## src/rtl/occ_rx_align_pkg.sv

```systemverilog
// Shared types and constants for the OCC RX alignment monitor.
// Holds the supervisor states, the word classes and the GT status codes.
package occ_rx_align_pkg;

  typedef enum logic [2:0] {
    DISABLED,
    REALIGN,
    BLIND,
    HUNT,
    LOCKED
  } state_t;

  typedef enum logic [1:0] {
    CLS_PAYLOAD,
    CLS_IDLE_OK,
    CLS_IDLE_MISPLACED,
    CLS_BAD_K
  } word_class_t;

  localparam logic [2:0] c_BUFSTATUS_UNDERFLOW = 3'b101;
  localparam logic [2:0] c_BUFSTATUS_OVERFLOW  = 3'b110;
  localparam logic [1:0] c_K_IDLE              = 2'b10;
  localparam logic [1:0] c_K_NONE              = 2'b00;
  localparam logic [1:0] c_K_LOW_BYTE          = 2'b01;

  // Bit 2 flags an elastic-buffer fault; the GT only reports the two named
  // codes, but any other code with bit 2 set is treated the same way.
  function automatic logic is_buf_error(input logic [2:0] status);
    return status inside {c_BUFSTATUS_UNDERFLOW, c_BUFSTATUS_OVERFLOW, 3'b100, 3'b111};
  endfunction

endpackage

```

## src/rtl/occ_rx_align_monitor_if.sv

```systemverilog
// GT RX word stream into the monitor and the aligned payload stream out of it.
// The GT/bench side uses master, the monitor uses slave.
interface occ_rx_align_monitor_if;
  logic [15:0] rx_data_i;
  logic [1:0]  rx_k_i;
  logic [2:0]  rx_bufstatus_i;
  logic        rx_realign_o;
  logic [15:0] rx_data_o;
  logic [1:0]  rx_k_o;
  logic        rx_valid_o;

  modport master (
    output rx_data_i, rx_k_i, rx_bufstatus_i,
    input  rx_realign_o, rx_data_o, rx_k_o, rx_valid_o
  );

  modport slave (
    input  rx_data_i, rx_k_i, rx_bufstatus_i,
    output rx_realign_o, rx_data_o, rx_k_o, rx_valid_o
  );
endinterface

```

## src/rtl/occ_rx_word_classify.sv

```systemverilog
// Classifies the current RX word for the supervisor FSM and registers the
// word itself as the one-cycle-delayed payload datapath.
module occ_rx_word_classify
  import occ_rx_align_pkg::*;
#(
  parameter logic [15:0] g_IDLE = 16'hBC95
) (
  input  logic        usrclk_i,
  input  logic        rst_n_i,
  input  logic [15:0] rx_data_i,
  input  logic [1:0]  rx_k_i,
  output word_class_t word_class,
  output logic [15:0] rx_data_q,
  output logic [1:0]  rx_k_q
);

  // A comma in the low byte with k = 01 is an IDLE landing in the wrong lane.
  always_comb begin
    // NOTE: default assigned first so every path drives word_class; no latch.
    word_class = CLS_BAD_K;
    case (rx_k_i)
      c_K_NONE:     word_class = CLS_PAYLOAD;
      c_K_IDLE:     if (rx_data_i == g_IDLE) word_class = CLS_IDLE_OK;
      c_K_LOW_BYTE: if (rx_data_i[7:0] == g_IDLE[15:8]) word_class = CLS_IDLE_MISPLACED;
      default:      word_class = CLS_BAD_K;
    endcase
  end

  always_ff @(posedge usrclk_i or negedge rst_n_i) begin
    if (!rst_n_i) begin
      rx_data_q <= '0;
      rx_k_q    <= '0;
    end else begin
      // NOTE: flops take non-blocking assignments so every register samples
      // the pre-edge values regardless of statement order.
      rx_data_q <= rx_data_i;
      rx_k_q    <= rx_k_i;
    end
  end

endmodule

```

## src/rtl/occ_rx_align_monitor.sv

```systemverilog
// GT RX comma alignment supervisor: requests realign, hunts for lane-correct
// IDLEs, declares lock and drops it on timeout, bad K or buffer faults.
module occ_rx_align_monitor
  import occ_rx_align_pkg::*;
#(
  parameter logic [15:0] g_IDLE         = 16'hBC95,
  parameter int unsigned g_REALIGN_LEN  = 8,
  parameter int unsigned g_LOCK_IDLES   = 4,
  parameter int unsigned g_IDLE_TIMEOUT = 1024,
  parameter int unsigned g_BLIND_PERIOD = 10
) (
  input  logic                         usrclk_i,
  input  logic                         rst_n_i,
  input  logic                         enable_i,
  occ_rx_align_monitor_if.slave        rx,
  output logic                         aligned_o,
  output logic                         buf_err_o,
  output logic [15:0]                  realign_cnt_o
);

  // Realign and blind phases share one cycle counter; both periods are <= 255.
  localparam logic [7:0]  c_REALIGN_LAST = 8'(g_REALIGN_LEN - 1);
  localparam logic [7:0]  c_BLIND_LAST   = 8'(g_BLIND_PERIOD - 1);
  localparam logic [7:0]  c_LOCK_LAST    = 8'(g_LOCK_IDLES - 1);
  localparam logic [15:0] c_TIMEOUT_LAST = 16'(g_IDLE_TIMEOUT - 1);

  state_t      state, state_nxt;
  word_class_t word_class;
  logic [7:0]  phase_cnt;
  logic [7:0]  lock_cnt;
  logic [15:0] idle_timer;
  logic        realign_q;
  logic        aligned_q;
  logic        valid_q;
  logic        buf_err_q;
  logic [15:0] realign_cnt_q;
  logic [15:0] rx_data_q;
  logic [1:0]  rx_k_q;

  logic idle_ok;
  logic payload;
  logic buf_fault;
  logic timeout;
  logic supervising;
  logic link_fault;

  occ_rx_word_classify #(
    .g_IDLE(g_IDLE)
  ) u_classify (
    .usrclk_i  (usrclk_i),
    .rst_n_i   (rst_n_i),
    .rx_data_i (rx.rx_data_i),
    .rx_k_i    (rx.rx_k_i),
    .word_class(word_class),
    .rx_data_q (rx_data_q),
    .rx_k_q    (rx_k_q)
  );

  assign idle_ok     = (word_class == CLS_IDLE_OK);
  assign payload     = (word_class == CLS_PAYLOAD);
  assign buf_fault   = is_buf_error(rx.rx_bufstatus_i);
  assign timeout     = (idle_timer == c_TIMEOUT_LAST) && !idle_ok;
  assign supervising = (state == HUNT) || (state == LOCKED);
  // All fault sources merge here so simultaneous faults cause one realign.
  assign link_fault  = supervising && (!idle_ok && !payload || buf_fault || timeout);

  always_comb begin
    state_nxt = state;
    case (state)
      DISABLED: if (enable_i) state_nxt = REALIGN;
      REALIGN:  if (phase_cnt == c_REALIGN_LAST) state_nxt = BLIND;
      BLIND:    if (phase_cnt == c_BLIND_LAST) state_nxt = HUNT;
      HUNT: begin
        if (link_fault) begin
          state_nxt = REALIGN;
        end else if (idle_ok && lock_cnt == c_LOCK_LAST) begin
          state_nxt = LOCKED;
        end
      end
      LOCKED:   if (link_fault) state_nxt = REALIGN;
      default:  state_nxt = DISABLED;
    endcase
    if (!enable_i) state_nxt = DISABLED;
  end

  always_ff @(posedge usrclk_i or negedge rst_n_i) begin
    if (!rst_n_i) begin
      state <= DISABLED;
    end else begin
      state <= state_nxt;
    end
  end

  always_ff @(posedge usrclk_i or negedge rst_n_i) begin
    if (!rst_n_i) begin
      phase_cnt  <= '0;
      lock_cnt   <= '0;
      idle_timer <= '0;
    end else begin
      if (state_nxt != state) begin
        phase_cnt <= '0;
      end else if (state == REALIGN || state == BLIND) begin
        phase_cnt <= phase_cnt + 8'd1;
      end

      if (state != HUNT) begin
        lock_cnt <= '0;
      end else if (idle_ok) begin
        lock_cnt <= lock_cnt + 8'd1;
      end

      // Held at zero outside HUNT/LOCKED, so it starts from 0 on HUNT entry.
      if (!supervising || idle_ok) begin
        idle_timer <= '0;
      end else begin
        idle_timer <= idle_timer + 16'd1;
      end
    end
  end

  always_ff @(posedge usrclk_i or negedge rst_n_i) begin
    if (!rst_n_i) begin
      realign_q     <= 1'b0;
      aligned_q     <= 1'b0;
      valid_q       <= 1'b0;
      buf_err_q     <= 1'b0;
      realign_cnt_q <= '0;
    end else begin
      realign_q <= (state_nxt == REALIGN);
      aligned_q <= (state_nxt == LOCKED);
      valid_q   <= (state == LOCKED) && payload && !buf_fault && !timeout;

      if (state_nxt == DISABLED) begin
        buf_err_q <= 1'b0;
      end else if (supervising && buf_fault) begin
        buf_err_q <= 1'b1;
      end

      if (state_nxt == REALIGN && state != REALIGN && realign_cnt_q != 16'hFFFF) begin
        realign_cnt_q <= realign_cnt_q + 16'd1;
      end
    end
  end

  assign rx.rx_realign_o = realign_q;
  assign rx.rx_data_o    = rx_data_q;
  assign rx.rx_k_o       = rx_k_q;
  assign rx.rx_valid_o   = valid_q;
  assign aligned_o       = aligned_q;
  assign buf_err_o       = buf_err_q;
  assign realign_cnt_o   = realign_cnt_q;

endmodule

```

## src/flat_wrapper.sv

```systemverilog
// flat-port wrapper written by rule: the top's interface ports become plain ports
module occ_rx_align_monitor_flat import occ_rx_align_pkg::*;
#(
  parameter logic [15:0] g_IDLE         = 16'hBC95,
  parameter int unsigned g_REALIGN_LEN  = 8,
  parameter int unsigned g_LOCK_IDLES   = 4,
  parameter int unsigned g_IDLE_TIMEOUT = 1024,
  parameter int unsigned g_BLIND_PERIOD = 10
)
  (usrclk_i, rst_n_i, enable_i, aligned_o, buf_err_o, realign_cnt_o, rx_rx_data_i, rx_rx_k_i, rx_rx_bufstatus_i, rx_rx_realign_o, rx_rx_data_o, rx_rx_k_o, rx_rx_valid_o);
  occ_rx_align_monitor_if rx_i ();
  input  logic usrclk_i;
  input  logic rst_n_i;
  input  logic enable_i;
  output logic aligned_o;
  output logic buf_err_o;
  output logic [15:0] realign_cnt_o;
  input wire logic [$bits(rx_i.rx_data_i)-1:0] rx_rx_data_i;
  input wire logic [$bits(rx_i.rx_k_i)-1:0] rx_rx_k_i;
  input wire logic [$bits(rx_i.rx_bufstatus_i)-1:0] rx_rx_bufstatus_i;
  output wire logic [$bits(rx_i.rx_realign_o)-1:0] rx_rx_realign_o;
  output wire logic [$bits(rx_i.rx_data_o)-1:0] rx_rx_data_o;
  output wire logic [$bits(rx_i.rx_k_o)-1:0] rx_rx_k_o;
  output wire logic [$bits(rx_i.rx_valid_o)-1:0] rx_rx_valid_o;
  assign rx_i.rx_data_i = rx_rx_data_i;
  assign rx_i.rx_k_i = rx_rx_k_i;
  assign rx_i.rx_bufstatus_i = rx_rx_bufstatus_i;
  assign rx_rx_realign_o = rx_i.rx_realign_o;
  assign rx_rx_data_o = rx_i.rx_data_o;
  assign rx_rx_k_o = rx_i.rx_k_o;
  assign rx_rx_valid_o = rx_i.rx_valid_o;
  occ_rx_align_monitor #(.g_IDLE(g_IDLE), .g_REALIGN_LEN(g_REALIGN_LEN), .g_LOCK_IDLES(g_LOCK_IDLES), .g_IDLE_TIMEOUT(g_IDLE_TIMEOUT), .g_BLIND_PERIOD(g_BLIND_PERIOD)) u_core (.usrclk_i(usrclk_i), .rst_n_i(rst_n_i), .enable_i(enable_i), .rx(rx_i), .aligned_o(aligned_o), .buf_err_o(buf_err_o), .realign_cnt_o(realign_cnt_o));
endmodule
```

## config.mk

```make
export PLATFORM = sky130hd
export DESIGN_NAME = occ_rx_align_monitor_flat
export DESIGN_NICKNAME = d
export VERILOG_FILES = /design/src/rtl/occ_rx_align_pkg.sv /design/src/rtl/occ_rx_align_monitor_if.sv /design/src/rtl/occ_rx_word_classify.sv /design/src/rtl/occ_rx_align_monitor.sv /design/src/flat_wrapper.sv
export SDC_FILE = /design/constraint.sdc
export NUM_CORES = 1
export LEC_CHECK = 0
export CORE_MARGIN = 3
export CORE_UTILIZATION = 40
export DETAILED_ROUTE_END_ITERATION = 6
export MAX_ROUTING_LAYER = met4
export PLACE_DENSITY_LB_ADDON = 0.1
export SYNTH_ARGS = -nofsm -noshare
export SYNTH_HDL_FRONTEND = slang
export SYNTH_SLANG_ARGS = --single-unit
```

## constraint.sdc

```tcl
create_clock -name usrclk_i -period 3.1 [get_ports usrclk_i]
set_clock_uncertainty 0.1 [all_clocks]
set_input_delay 0.31 -clock usrclk_i [delete_from_list [all_inputs] [get_ports usrclk_i]]
set_output_delay 0.31 -clock usrclk_i [all_outputs]
set_load 0.01 [all_outputs]
```

==> run summary, run 1 <==
The number of diodes added for antenna fixing is 0. The number of register bits inferred by synthesis came out at 73. Post-CTS timing repair inserted 0 buffers for setup.

The final net count came out at between 400 and 500. For this run, the register share of the synthesized area comes to 0.5413. The number of fillers in the final layout came out at 741. The synthesized netlist cell count is 310.

The placed cell count came out at around 470. The final critical delay including setup and external delays is ~2.9 ns. Ranked by total cell area, the synthesized netlist is headed by sky130_fd_sc_hd__dfrtp_1 54%, sky130_fd_sc_hd__xor2_1 7.8%, sky130_fd_sc_hd__nor2_1 3.3%. The proportion of layout cells with a drive suffix above 1 is 0.09661. The portion of netlist area occupied by mux cells came out at 0.003337. STA classifies the critical path startpoint as a flip-flop.

The critical path start-end classification is reg2reg. The basic-gate share of the synthesized area counting and, or, nand and nor cells is 0.2570. The signal on the critical path passes through ha_1, or3b_2, o41a_1, a211oi_1, o21ai_2, buf_12, nor4_2, xor2_1.

The power density relative to cell area is roughly 560 mW/mm^2. In this run the worst path has a maximum fanout of 11. Setup repair after global routing left no endpoint under its margin. CTS placed an instance of sky130_fd_sc_hd__clkbuf_8 at the clock tree root. Counting the buffers created by CTS gives 9.

The cell family contributing the most delay on the critical path is compound AO/OA/AOI/OAI gates. The critical path arrival is roughly 3.1 ns. The hold buffer count at CTS came out at 1.

Detailed placement ended at an HPWL of about 5000 um. The sink count of the clock tree came out at 73. The clock latency on the worst-skew pair came out at roughly 0.33 ns. Counting flops with an async set or reset pin after synthesis yields a share of 1.000. The maximum achievable frequency is between 300 and 400 MHz. The count of final hold-check violations came to 0. The count of TritonRoute iterations in the first routing pass came out at 6. When the netlist entered floorplanning its net count stood at between 300 and 400. The first-pass GRT wire length is 12230 um. Max-cap violations in this run came to 0.

The number of remaining DRC errors is 0. After floorplanning, the core was sized to cover around 0.008 sq mm. The row count came out at 32.

The Yosys warning count is 0. The worst-margin pin slew is about 0.75 ns. The count of buffering cells on the critical path with inverters included came out at 1. By area, the combinational part of the netlist is dominated by simple AND/OR/NAND/NOR gates. After clock tree synthesis, the clock-pin slew on the worst setup and hold paths is roughly 0.080 ns. Each instance of the synthesized netlist takes up on average around 11 sq um.

The H-tree level count came out at 3. Routability-driven placement finished with a final weighted congestion of ~0.82. The number of enable-type register cells in the synthesized netlist is 0. The signed area change from the synthesized netlist to the final layout is 29.11%. The final total negative setup slack is 0 ns. The average wire length per cell after detail routing is between 10 and 15 um.

Of the total synthesized cell area, the portion taken by full adders, half adders and majority gates is 0.01854. The number of instances on the worst hold path is 1. The compound-gate portion of the synthesized area came out at 0.05562. The most used flip-flop cell after synthesis is sky130_fd_sc_hd__dfrtp_1. Counting instances in the post-synthesis netlist gives the leading cell types as 73 x sky130_fd_sc_hd__dfrtp_1, 30 x sky130_fd_sc_hd__nor2_1, 30 x sky130_fd_sc_hd__xor2_1, 19 x sky130_fd_sc_hd__nor3_1, 18 x sky130_fd_sc_hd__nand2_1.

The most common cell in the synthesized netlist is sky130_fd_sc_hd__dfrtp_1. The number of global-route vias before repair is ~2500. The leakage power of the design came out at 1.786 nW.

Setup violations remaining at the end of the flow were counted as 0. 62 I/O pins were placed. The clock tree from TritonCTS is yes. The number of unique standard cell types used by synthesis is 47. Of all cell types, the one taking the most synthesized area is sky130_fd_sc_hd__dfrtp_1. The average via count per standard cell is 5.212.

The cell depth of the worst setup path is 8. The post-synthesis instance area came out at 0.003374 sq mm. The maximum ir drop on the vdd rail came out at 0.0003177 V. The final number of max-transition violations came out at 0. The overall via count from detail_route came out at around 2500.

The number of resized instances in the post-cts repair step is 0. The worst slew margin relative to its limit is 0.5021. The floorplan step defined a die boundary enclosing ~0.0096 sq mm. The endpoint class of the critical path is a flip-flop. The xor/xnor share of the synthesized area is 0.1038.

The final cell count without fillers came out at roughly 490. The top-area cell type share of the netlist area came out at 0.5413. The largest single stage delay on the critical path is about 0.46 ns. The effective utilization at floorplan is 0.4235. The count of nets left with antenna violations once routing finished came out at 0. The largest net degree at the start of global routing is 43.

Of the available clock period, the critical path in the final layout requires 0.9353. The overall routing resource usage is 0.1593. For this run the aggregate overflow at the end of global routing stands at 0. The count of port buffers added during placement came out at ~60. The initial antenna violation count is 0.

The routed wire length came out at 7012 um. Measured along the y axis, the die boundary spans just under 100 um. The clock tree buffer depth came out at 2. The data required time at the worst endpoint came out at ~3.3 ns. The violation count after the first detailed-routing iteration came out at 155. The worst reg-to-reg path cell count is 8. The flow ran to the end, and the final reports show no timing, DRC or antenna violations. The worst hold path belongs to the class in2reg. The slowest stage of the critical path is the sky130_fd_sc_hd__or3b_2 cell. The die is 97.85 um wide.
-- metrics by stage --
step	utilization	setup WS, ns	instance area, sq um	power, mW	hold slack, ns
finish	0.5468	0.2006	4357	2.429	0.3430
global route	0.5468	0.06492	4357	2.565	0.3300
CTS	0.5468	0.1952	4357	2.473	0.3295
detailed placement	0.5160	0.1259	4111	1.569	0.3232
global placement	0.5160	0.1150	4111	1.572	0.3198
floorplan	-	0.3960	3374	1.315	-0.08559
-- cell type report --
class	instances	area, sq um	share of cell area
Timing Repair Buffer	65	658.1	0.1511
Clock buffer	11	131.4	0.03016
Sequential cell	73	1827	0.4193
Clock inverter	5	103.9	0.02384
Tap cell	102	127.6	0.02929
Multi-Input combinational cell	221	1479	0.3395
Inverter	8	30.03	0.006893
-- metal layers --
layer / part of all wire / vias up / GRT usage / wire length [um]
met2: 0.44 / 75 / 0.2309 / 3074
met5: 0 / - / - / 0
li1: - / 1240 / - / -
met1: 0.51 / 1205 / 0.2279 / 3586
met3: 0.040 / 8 / 0.02786 / 280
met4: 0.010 / 0 / 0.05112 / 71
-- power by group --
| part | leakage (nW) | switching [mW] | internal, mW |
|---|---|---|---|
| registers | 0.934 | 0.0949 | 1.03 |
| clock network | 0.118 | 0.346 | 0.536 |
| logic | 0.734 | 0.192 | 0.227 |
| total | 1.79 | 0.633 | 1.80 |
-- path summary, 6_finish.rpt --
check / slack [ns] / to / from
min reg2reg: 0.35 / u_core.idle_timer[0]$_DFF_PN0_ / u_core.idle_timer[0]$_DFF_PN0_
max: 0.20 / u_core.realign_cnt_o[5]$_DFFE_PN0P_ / u_core.idle_timer[0]$_DFF_PN0_
min in group asynchronous: 0.48 / u_core.u_classify.rx_data_q[15]$_DFF_PN0_ / rst_n_i
max in group asynchronous: 1.74 / u_core.u_classify.rx_data_q[1]$_DFF_PN0_ / rst_n_i
min: 0.34 / u_core.u_classify.rx_data_q[14]$_DFF_PN0_ / rx_rx_data_i[14]
max reg2reg: 0.20 / u_core.realign_cnt_o[5]$_DFFE_PN0P_ / u_core.idle_timer[0]$_DFF_PN0_
-- cell families after synthesis --
logic type / after synthesis
buffers and inverters: 16
muxes: 1
adders and majority gates: 5
DFF: 73
AOI/OAI and AO/OA: 24
xor gates and xnor gates: 40
and+or+nand+nor: 151
-- registers in the layout (all words and copies together), names as in the netlist --
register	count
u_core.idle_timer	16
u_core.realign_cnt_o	16
u_core.u_classify.rx_data_q	16
u_core.lock_cnt	8
u_core.phase_cnt	8
u_core.state	3
u_core.u_classify.rx_k_q	2
u_core.aligned_o	1
u_core.buf_err_o	1
u_core.rx.rx_realign_o	1
u_core.rx.rx_valid_o	1
-- layout by cell type, fill, tap and decap left out, types with 2 or more instances in the layout --
master | synthesis | routed
sky130_fd_sc_hd__nand2_1 | 18 | 18
sky130_fd_sc_hd__clkbuf_8 | 0 | 9
sky130_fd_sc_hd__nor3_1 | 19 | 19
sky130_fd_sc_hd__and2_1 | 3 | 3
sky130_fd_sc_hd__nand4_1 | 13 | 13
sky130_fd_sc_hd__dfrtp_1 | 73 | 73
sky130_fd_sc_hd__nor3_2 | 9 | 9
sky130_fd_sc_hd__nand4b_1 | 4 | 4
sky130_fd_sc_hd__o41ai_1 | 2 | 2
sky130_fd_sc_hd__nand3b_1 | 2 | 2
sky130_fd_sc_hd__or4_4 | 2 | 2
sky130_fd_sc_hd__nor2_1 | 30 | 30
sky130_fd_sc_hd__a21oi_1 | 8 | 8
sky130_fd_sc_hd__xor2_1 | 30 | 30
sky130_fd_sc_hd__buf_4 | 0 | 3
sky130_fd_sc_hd__xnor2_1 | 10 | 10
sky130_fd_sc_hd__nor3b_1 | 2 | 2
sky130_fd_sc_hd__ha_1 | 5 | 5
sky130_fd_sc_hd__nand3_1 | 17 | 17
sky130_fd_sc_hd__bufinv_16 | 0 | 3
sky130_fd_sc_hd__clkdlybuf4s50_1 | 0 | 58
sky130_fd_sc_hd__inv_1 | 8 | 8
sky130_fd_sc_hd__and4_1 | 2 | 2
sky130_fd_sc_hd__nor2b_1 | 2 | 2
sky130_fd_sc_hd__clkbuf_1 | 5 | 2
sky130_fd_sc_hd__nor4_1 | 5 | 5
sky130_fd_sc_hd__nand2b_1 | 2 | 2
sky130_fd_sc_hd__and3_1 | 7 | 7
sky130_fd_sc_hd__buf_12 | 0 | 2
sky130_fd_sc_hd__or4_1 | 2 | 2
sky130_fd_sc_hd__or3_1 | 5 | 5
sky130_fd_sc_hd__o21ai_0 | 5 | 5
(Power assumes the default switching activity.)
==> run 2: changes to the inputs <==
--- a/config.mk
+++ b/config.mk
@@ -5,7 +5,6 @@
 export SDC_FILE = /design/constraint.sdc
 export NUM_CORES = 1
 export LEC_CHECK = 0
-export CORE_MARGIN = 3
 export CORE_UTILIZATION = 40
 export DETAILED_ROUTE_END_ITERATION = 6
 export MAX_ROUTING_LAYER = met4
==> run 2 against run 1 <==
  * Maximum frequency shrank 0.66%
  * Via count shrank 0.40%
  * Die area shrank 8.0%
  * First-iteration DRC count shrank 28%
==> run summary, run 2 (synthesis gave the netlist of run 1 again) <==
The core occupancy in the finished layout came out at 0.5360 (-0.01083). The core outline area is 0.008175 sq mm (+2.6%). The H-tree level count is 3 (unchanged). Relative to the synthesized area, the layout overhead comes to 29.85%.

The top cell types in the final layout, fill and taps aside, are 73 x sky130_fd_sc_hd__dfrtp_1, 58 x sky130_fd_sc_hd__clkdlybuf4s50_1, 30 x sky130_fd_sc_hd__nor2_1, 30 x sky130_fd_sc_hd__xor2_1, 19 x sky130_fd_sc_hd__nor3_1. The effective utilization at floorplan came out at 0.4128 (-0.01076). The count of final hold-check violations is 0 (unchanged). The clock-pin transition on the worst setup and hold timing paths came out at 0.07 ns (about the same). The placed cell count was 474 (+1.3%). The maximum ir drop on the vdd rail is 0.0002463 V (-22%). The clock buffer count from CTS is 9 (unchanged). The number of global-route vias before repair is 2596 (+4.3%).

The highest routing layer actually used is met4. The clock latency on the worst-skew pair is 0.35 ns (+0.02 ns). The proportion of layout cells with a drive suffix above 1 is 0.1140 (+0.01738). The sink count of the clock tree was 73 (unchanged).

The worst slew margin relative to its limit is 0.6314 (+0.1293). The number of top-level design ports came out at 62 (unchanged). The final critical delay including setup and external delays is 2.919 ns (+0.01931 ns). The remaining number of nets flagged by the antenna check after routing was 0 (unchanged). The cell family contributing the most delay on the critical path is simple AND/OR/NAND/NOR gates.

The initial antenna violation count is 0 (unchanged). The violation count after the first detailed-routing iteration came out at 111 (-28%). The data required time at the worst endpoint came to 3.27 ns (about the same).

The power density relative to cell area came out at 562.2 mW/mm^2 (+0.82%). The routed metal-1 wire length came to 3427 um (-4.4%). The final net count came to 410 (+0.74%). The root buffer cell chosen for the clock tree is sky130_fd_sc_hd__clkbuf_8. The leakage power of the design came out at 1.795 nW (+0.50%).

The half-perimeter wire length after placement came out at 4966 um (-0.75%). The post-place setup slack is 0.05860 ns (-0.06730 ns). The maximum fanout along the worst path came out at 7 (-4).

The overall routing resource usage came out at 0.1835 (+0.02427). The wire length on met3 came out at 411 um (+47%). The max-cap check violation count came to 0 (unchanged). The number of remaining DRC errors is 0 (unchanged).

The full die area is 0.008808 sq mm (-8.0%). The width of the die is 93.85 um (-4.1%). For this design, the slowest cell found on the critical path is sky130_fd_sc_hd__or4_4. The count of buffering cells on the critical path with inverters included is 1 (unchanged). The critical path arrival is 3.09 ns (+0.03 ns). STA classifies the critical path endpoint as a flip-flop. The final setup violation count is 0 (unchanged).

The clock tree buffer depth came out at 2 (unchanged). The largest net degree at the start of global routing came out at 31 (-28%). The final cell count without fillers is 491 (+1.2%). The min-delay analysis places its worst path in the category in2reg. The row count came to 33 (+3.1%). The kind of start point of the critical path is a flip-flop.

The most common library cell in the layout ignoring fill and taps is sky130_fd_sc_hd__dfrtp_1. Traced cell by cell, the critical path runs through or4_4, or4_4, a2111oi_4, o21ai_2, buf_4, nor4_1, xor2_1. The number of diodes added for antenna fixing is 0 (unchanged). The maximum achievable frequency came out at 342.6 MHz (-0.66%). The count of TritonRoute iterations in the first routing pass is 4 (-2). Setup repair after global routing left no endpoint under its margin.

The first-pass GRT wire length is 12210 um (-0.16%). The count of port buffers added during placement came out at 59 (unchanged). The overall via count from detail_route came out at 2518 (-0.40%). The smallest setup slack after layout is 0.1812 ns (-0.01931 ns). The critical path start-end classification is reg2reg. The longest individual stage delay on the worst path came to 0.58 ns (+0.12 ns). The global route total overflow came out at 0 (unchanged). The overall die height is 93.85 um (-4.1%).

The post-route worst hold slack is 0.3227 ns (-0.02033 ns). The met2 layer wire length in the routed design is 3051 um (-0.75%). The average wire length per cell after detail routing is 14.24 um (-1.5%). The post-route clock period utilization came to 0.9415 (+0.006228). The final number of max-transition violations came out at 0 (unchanged). The final weighted congestion of routability-driven global placement came out at 0.8069 (-1.3%).

The flow ran to the end, and the final reports show no timing, DRC or antenna violations. Among the stages of the critical path, the cell type that occurs most often is sky130_fd_sc_hd__or4_4. The worst-margin pin slew came out at 0.5529 ns (-0.1939 ns). TritonCTS built the clock tree.

The final total negative setup slack is 0 ns (unchanged). The average via count per standard cell is 5.128 (-1.6%). The routed wire length came out at 6991 um (-0.30%).
[run 2: final timing paths]
path	endpoint	slack [ns]	cells after the start	startpoint
hold reg to reg	u_core.idle_timer[0]$_DFF_PN0_	0.35	1	u_core.idle_timer[0]$_DFF_PN0_
setup / recovery	u_core.realign_cnt_o[13]$_DFFE_PN0P_	0.18	7	u_core.phase_cnt[4]$_DFFE_PN0P_
hold / removal	u_core.u_classify.rx_data_q[14]$_DFF_PN0_	0.32	1	rx_rx_data_i[14]
min in group asynchronous	u_core.u_classify.rx_data_q[10]$_DFF_PN0_	0.36	2	rst_n_i
max in group asynchronous	u_core.idle_timer[14]$_DFF_PN0_	1.76	3	rst_n_i
setup reg to reg	u_core.realign_cnt_o[13]$_DFFE_PN0P_	0.18	7	u_core.phase_cnt[4]$_DFFE_PN0P_
[run 2: power by group]
group,switching (mW),total (mW),internal (mW)
clock network,0.358,0.913,0.556
logic,0.190,0.417,0.226
registers,0.100,1.13,1.03
[run 2: repair_timing]
action | in CTS | in global routing
endpoints found under the setup margin | 0 | 10
buffers inserted | 0 | 0
endpoints found under the hold margin | 21 | 0
resized for setup | 0 | 3
hold buffers | 1 | 0
[run 2: layout make-up]
class,instances,area (sq um)
Clock buffer,11,141.4
Clock inverter,5,102.6
Fill cell,757,3794
Inverter,8,30.03
Multi-Input combinational cell,221,1494
Sequential cell,73,1827
Tap cell,105,131.4
Timing Repair Buffer,68,655.6
[run 2: routing by layer]
| layer | vias up | GRT usage |
|---|---|---|
| met3 | 13 | 0.03641 |
| met2 | 73 | 0.2701 |
| met1 | 1192 | 0.2482 |
| met5 | - | - |
| li1 | 1240 | - |
| met4 | 0 | 0.07564 |
[run 2: through the flow]
stage / instance area (sq um) / power (mW)
global route: 4382 / 2.590
global placement: 4113 / 1.570
detailed placement: 4113 / 1.574
CTS: 4367 / 2.490
finish: 4382 / 2.463
floorplan: 3374 / 1.315
==> run 3: changes to the inputs <==
--- a/config.mk
+++ b/config.mk
@@ -8,7 +8,6 @@
 export CORE_UTILIZATION = 40
 export DETAILED_ROUTE_END_ITERATION = 6
 export MAX_ROUTING_LAYER = met4
-export PLACE_DENSITY_LB_ADDON = 0.1
 export SYNTH_ARGS = -nofsm -noshare
 export SYNTH_HDL_FRONTEND = slang
 export SYNTH_SLANG_ARGS = --single-unit
==> run 3 against run 2 <==
  * Sequential share of layout area grew 0.62 points
  * Critical path depth is the same
  * Sequential cell count is the same
  * Non-clock buffer count shrank 3
  * Power shrank 5.9%
  * Core utilization shrank 0.78 points
  * Combinational power is essentially flat
  * Via count grew 0.99%
==> run summary, run 3 (synthesis gave the netlist of run 1 again) <==
The number of global-route vias before repair is 2430 (-6.4%). The clock latency on the worst-skew pair is 0.34 ns (about the same). The violation count after the first detailed-routing iteration is 95 (-14%).

The routed wire length is 6968 um (-0.33%). The clock buffer count from CTS came out at 9 (unchanged). The final setup violation count was 0 (unchanged). The critical path is of the reg2reg type. The met2 global-route usage was 0.2634 (-0.006691). The clock-pin transition on the worst setup and hold timing paths is 0.08 ns (about the same). The count of TritonRoute iterations in the first routing pass came to 4 (unchanged).

The path class of the tightest hold or removal check is in2reg. The reg2reg setup slack was 0.20 ns (+0.02 ns). The longest individual stage delay on the worst path is 0.57 ns (about the same). The largest net degree at the start of global routing is 43 (+39%).

The overall via count from detail_route came to 2543 (+0.99%). The full die area came out at 0.008808 sq mm (unchanged). The number of diodes added for antenna fixing came out at 0 (unchanged).

The sink count of the clock tree came out at 73 (unchanged). The endpoint class of the critical path is a flip-flop. The maximum achievable frequency came to 344.7 MHz (+0.61%). The maximum ir drop on the vdd rail is 0.0002464 V (about the same).

TritonCTS built the clock tree. The core outline area is 0.008175 sq mm (unchanged). The leakage power of the design came to 1.762 nW (-1.8%). The buffer cell driving the clock tree root is sky130_fd_sc_hd__clkbuf_8.

The first-pass GRT wire length is 11670 um (-4.4%). The average wire length per cell after detail routing came out at 14.28 um (+0.28%). The total area of multi-input combinational cells is 0.001479 sq mm (-1.0%).

The number of top-level design ports is 62 (unchanged). The most numerous cell type found on the critical path is sky130_fd_sc_hd__or4_4. The final critical delay including setup and external delays is 2.901 ns (-0.01770 ns). The critical path arrival came to 3.06 ns (-0.03 ns).

The signed area change from the synthesized netlist to the final layout came out at 27.96%. The data required time at the worst endpoint came out at 3.26 ns (about the same). The final weighted congestion of routability-driven global placement is 0.8128 (+0.73%).

The final cell count without fillers is 488 (-0.61%). The average via count per standard cell came out at 5.211 (+1.6%). The count of final hold-check violations was 0 (unchanged). The slowest stage of the critical path is the sky130_fd_sc_hd__or4_4 cell.

The worst setup path is launched from a flip-flop. The post-route clock period utilization is 0.9358 (-0.005710). The width of the die is 93.85 um (unchanged). The final net count was 407 (-0.73%). The half-perimeter wire length after placement is 4852 um (-2.3%). The effective utilization at floorplan came out at 0.4128 (unchanged). The H-tree level count is 3 (unchanged).

The worst-margin pin slew is 0.7245 ns (+0.1716 ns). The routing usage on met1 is 0.2397 (-0.008485). The remaining number of nets flagged by the antenna check after routing came to 0 (unchanged). Setup repair after global routing left no endpoint under its margin. The overall routing resource usage came to 0.1735 (-0.01008).

The placed cell count came out at 471 (-0.63%). met2 is the most crowded layer. The overall die height is 93.85 um (unchanged). The count of buffering cells on the critical path with inverters included is 1 (unchanged). The final total negative setup slack came out at 0 ns (unchanged). The clock tree buffer depth came out at 2 (unchanged). In this design, the largest share of critical-path delay is due to simple AND/OR/NAND/NOR gates. The run finished with clean final reports. The met3 track utilization from global routing came out at 0.03155 (-0.004854). The number of fillers in the final layout is 743 (-1.8%). The global route total overflow was 0 (unchanged). The core occupancy in the finished layout is 0.5282 (-0.007806). The proportion of layout cells with a drive suffix above 1 came out at 0.1018 (-0.01216). The max-cap check violation count was 0 (unchanged). The maximum fanout along the worst path came out at 7 (unchanged). The power density relative to cell area came out at 536.6 mW/mm^2 (-4.5%).

The number of remaining DRC errors came out at 0 (unchanged). The area used by sequential logic in the layout is 0.001827 sq mm (unchanged). The worst slew margin relative to its limit was 0.5170 (-0.1144). The count of port buffers added during placement is 59 (unchanged). Walking the worst path, the cells encountered are or4_4, or4_4, a2111oi_4, o21ai_2, buf_4, nor4_1, xor2_1. The initial antenna violation count is 0 (unchanged). The post-CTS setup repair buffer count came out at 0 (unchanged). Leaving out fill and tap cells, the most frequent cell in the layout is sky130_fd_sc_hd__dfrtp_1.

The library cells used most frequently in the layout, excluding fill and tap cells, are 73 x sky130_fd_sc_hd__dfrtp_1, 58 x sky130_fd_sc_hd__clkdlybuf4s50_1, 30 x sky130_fd_sc_hd__nor2_1, 30 x sky130_fd_sc_hd__xor2_1, 19 x sky130_fd_sc_hd__nor3_1. The row count came out at 33 (unchanged). The final number of max-transition violations is 0 (unchanged).
-- run 3: area by class of cell --
cell class,count,share of cell area
flip-flops and latches,73,0.4231
multi-input cells,221,0.3425
repair buffers,65,0.1495
clock buffers,10,0.03187
well taps,105,0.03043
clock inverters,6,0.01565
inverters,8,0.006955
-- run 3: path summary, 6_finish.rpt --
kind,startpoint,endpoint,depth (start not counted)
max,u_core.phase_cnt[4]$_DFFE_PN0P_,u_core.realign_cnt_o[14]$_DFFE_PN0P_,7
min reg2reg,u_core.idle_timer[0]$_DFF_PN0_,u_core.idle_timer[0]$_DFF_PN0_,1
min in group asynchronous,rst_n_i,u_core.u_classify.rx_data_q[10]$_DFF_PN0_,2
min,rx_rx_data_i[0],u_core.u_classify.rx_data_q[0]$_DFF_PN0_,1
max reg2reg,u_core.phase_cnt[4]$_DFFE_PN0P_,u_core.realign_cnt_o[14]$_DFFE_PN0P_,7
max in group asynchronous,rst_n_i,u_core.aligned_o$_DFF_PN0_,3
-- run 3: per-layer routing --
metal / vias to the layer above / wire, um
li1: 1236 / -
met1: 1230 / 3450
met2: 72 / 3131
met3: 5 / 349
met4: 0 / 36
met5: - / 0
-- run 3: power breakdown --
group          switching (mW)  internal, mW  total, mW
clock                   0.372         0.395      0.768
combinational           0.192         0.227      0.419
sequential             0.0974          1.03       1.13
-- run 3: timing repair --
item,in CTS,in global routing
gates resized for setup,0,0
hold endpoints to repair,31,0
hold buffers,1,0
-- run 3: per-stage QoR --
| step | hold WS (ns) | total power, mW | cell area, sq um | setup slack (ns) |
|---|---|---|---|---|
| floorplan | -0.08559 | 1.315 | 3374 | 0.3960 |
| global placement | 0.3105 | 1.568 | 4103 | 0.2322 |
| detailed placement | 0.3045 | 1.575 | 4103 | 0.2149 |
| CTS | 0.3361 | 2.343 | 4318 | 0.1785 |
| global route | 0.3426 | 2.437 | 4318 | 0.07893 |
| finish | 0.3359 | 2.317 | 4318 | 0.1989 |
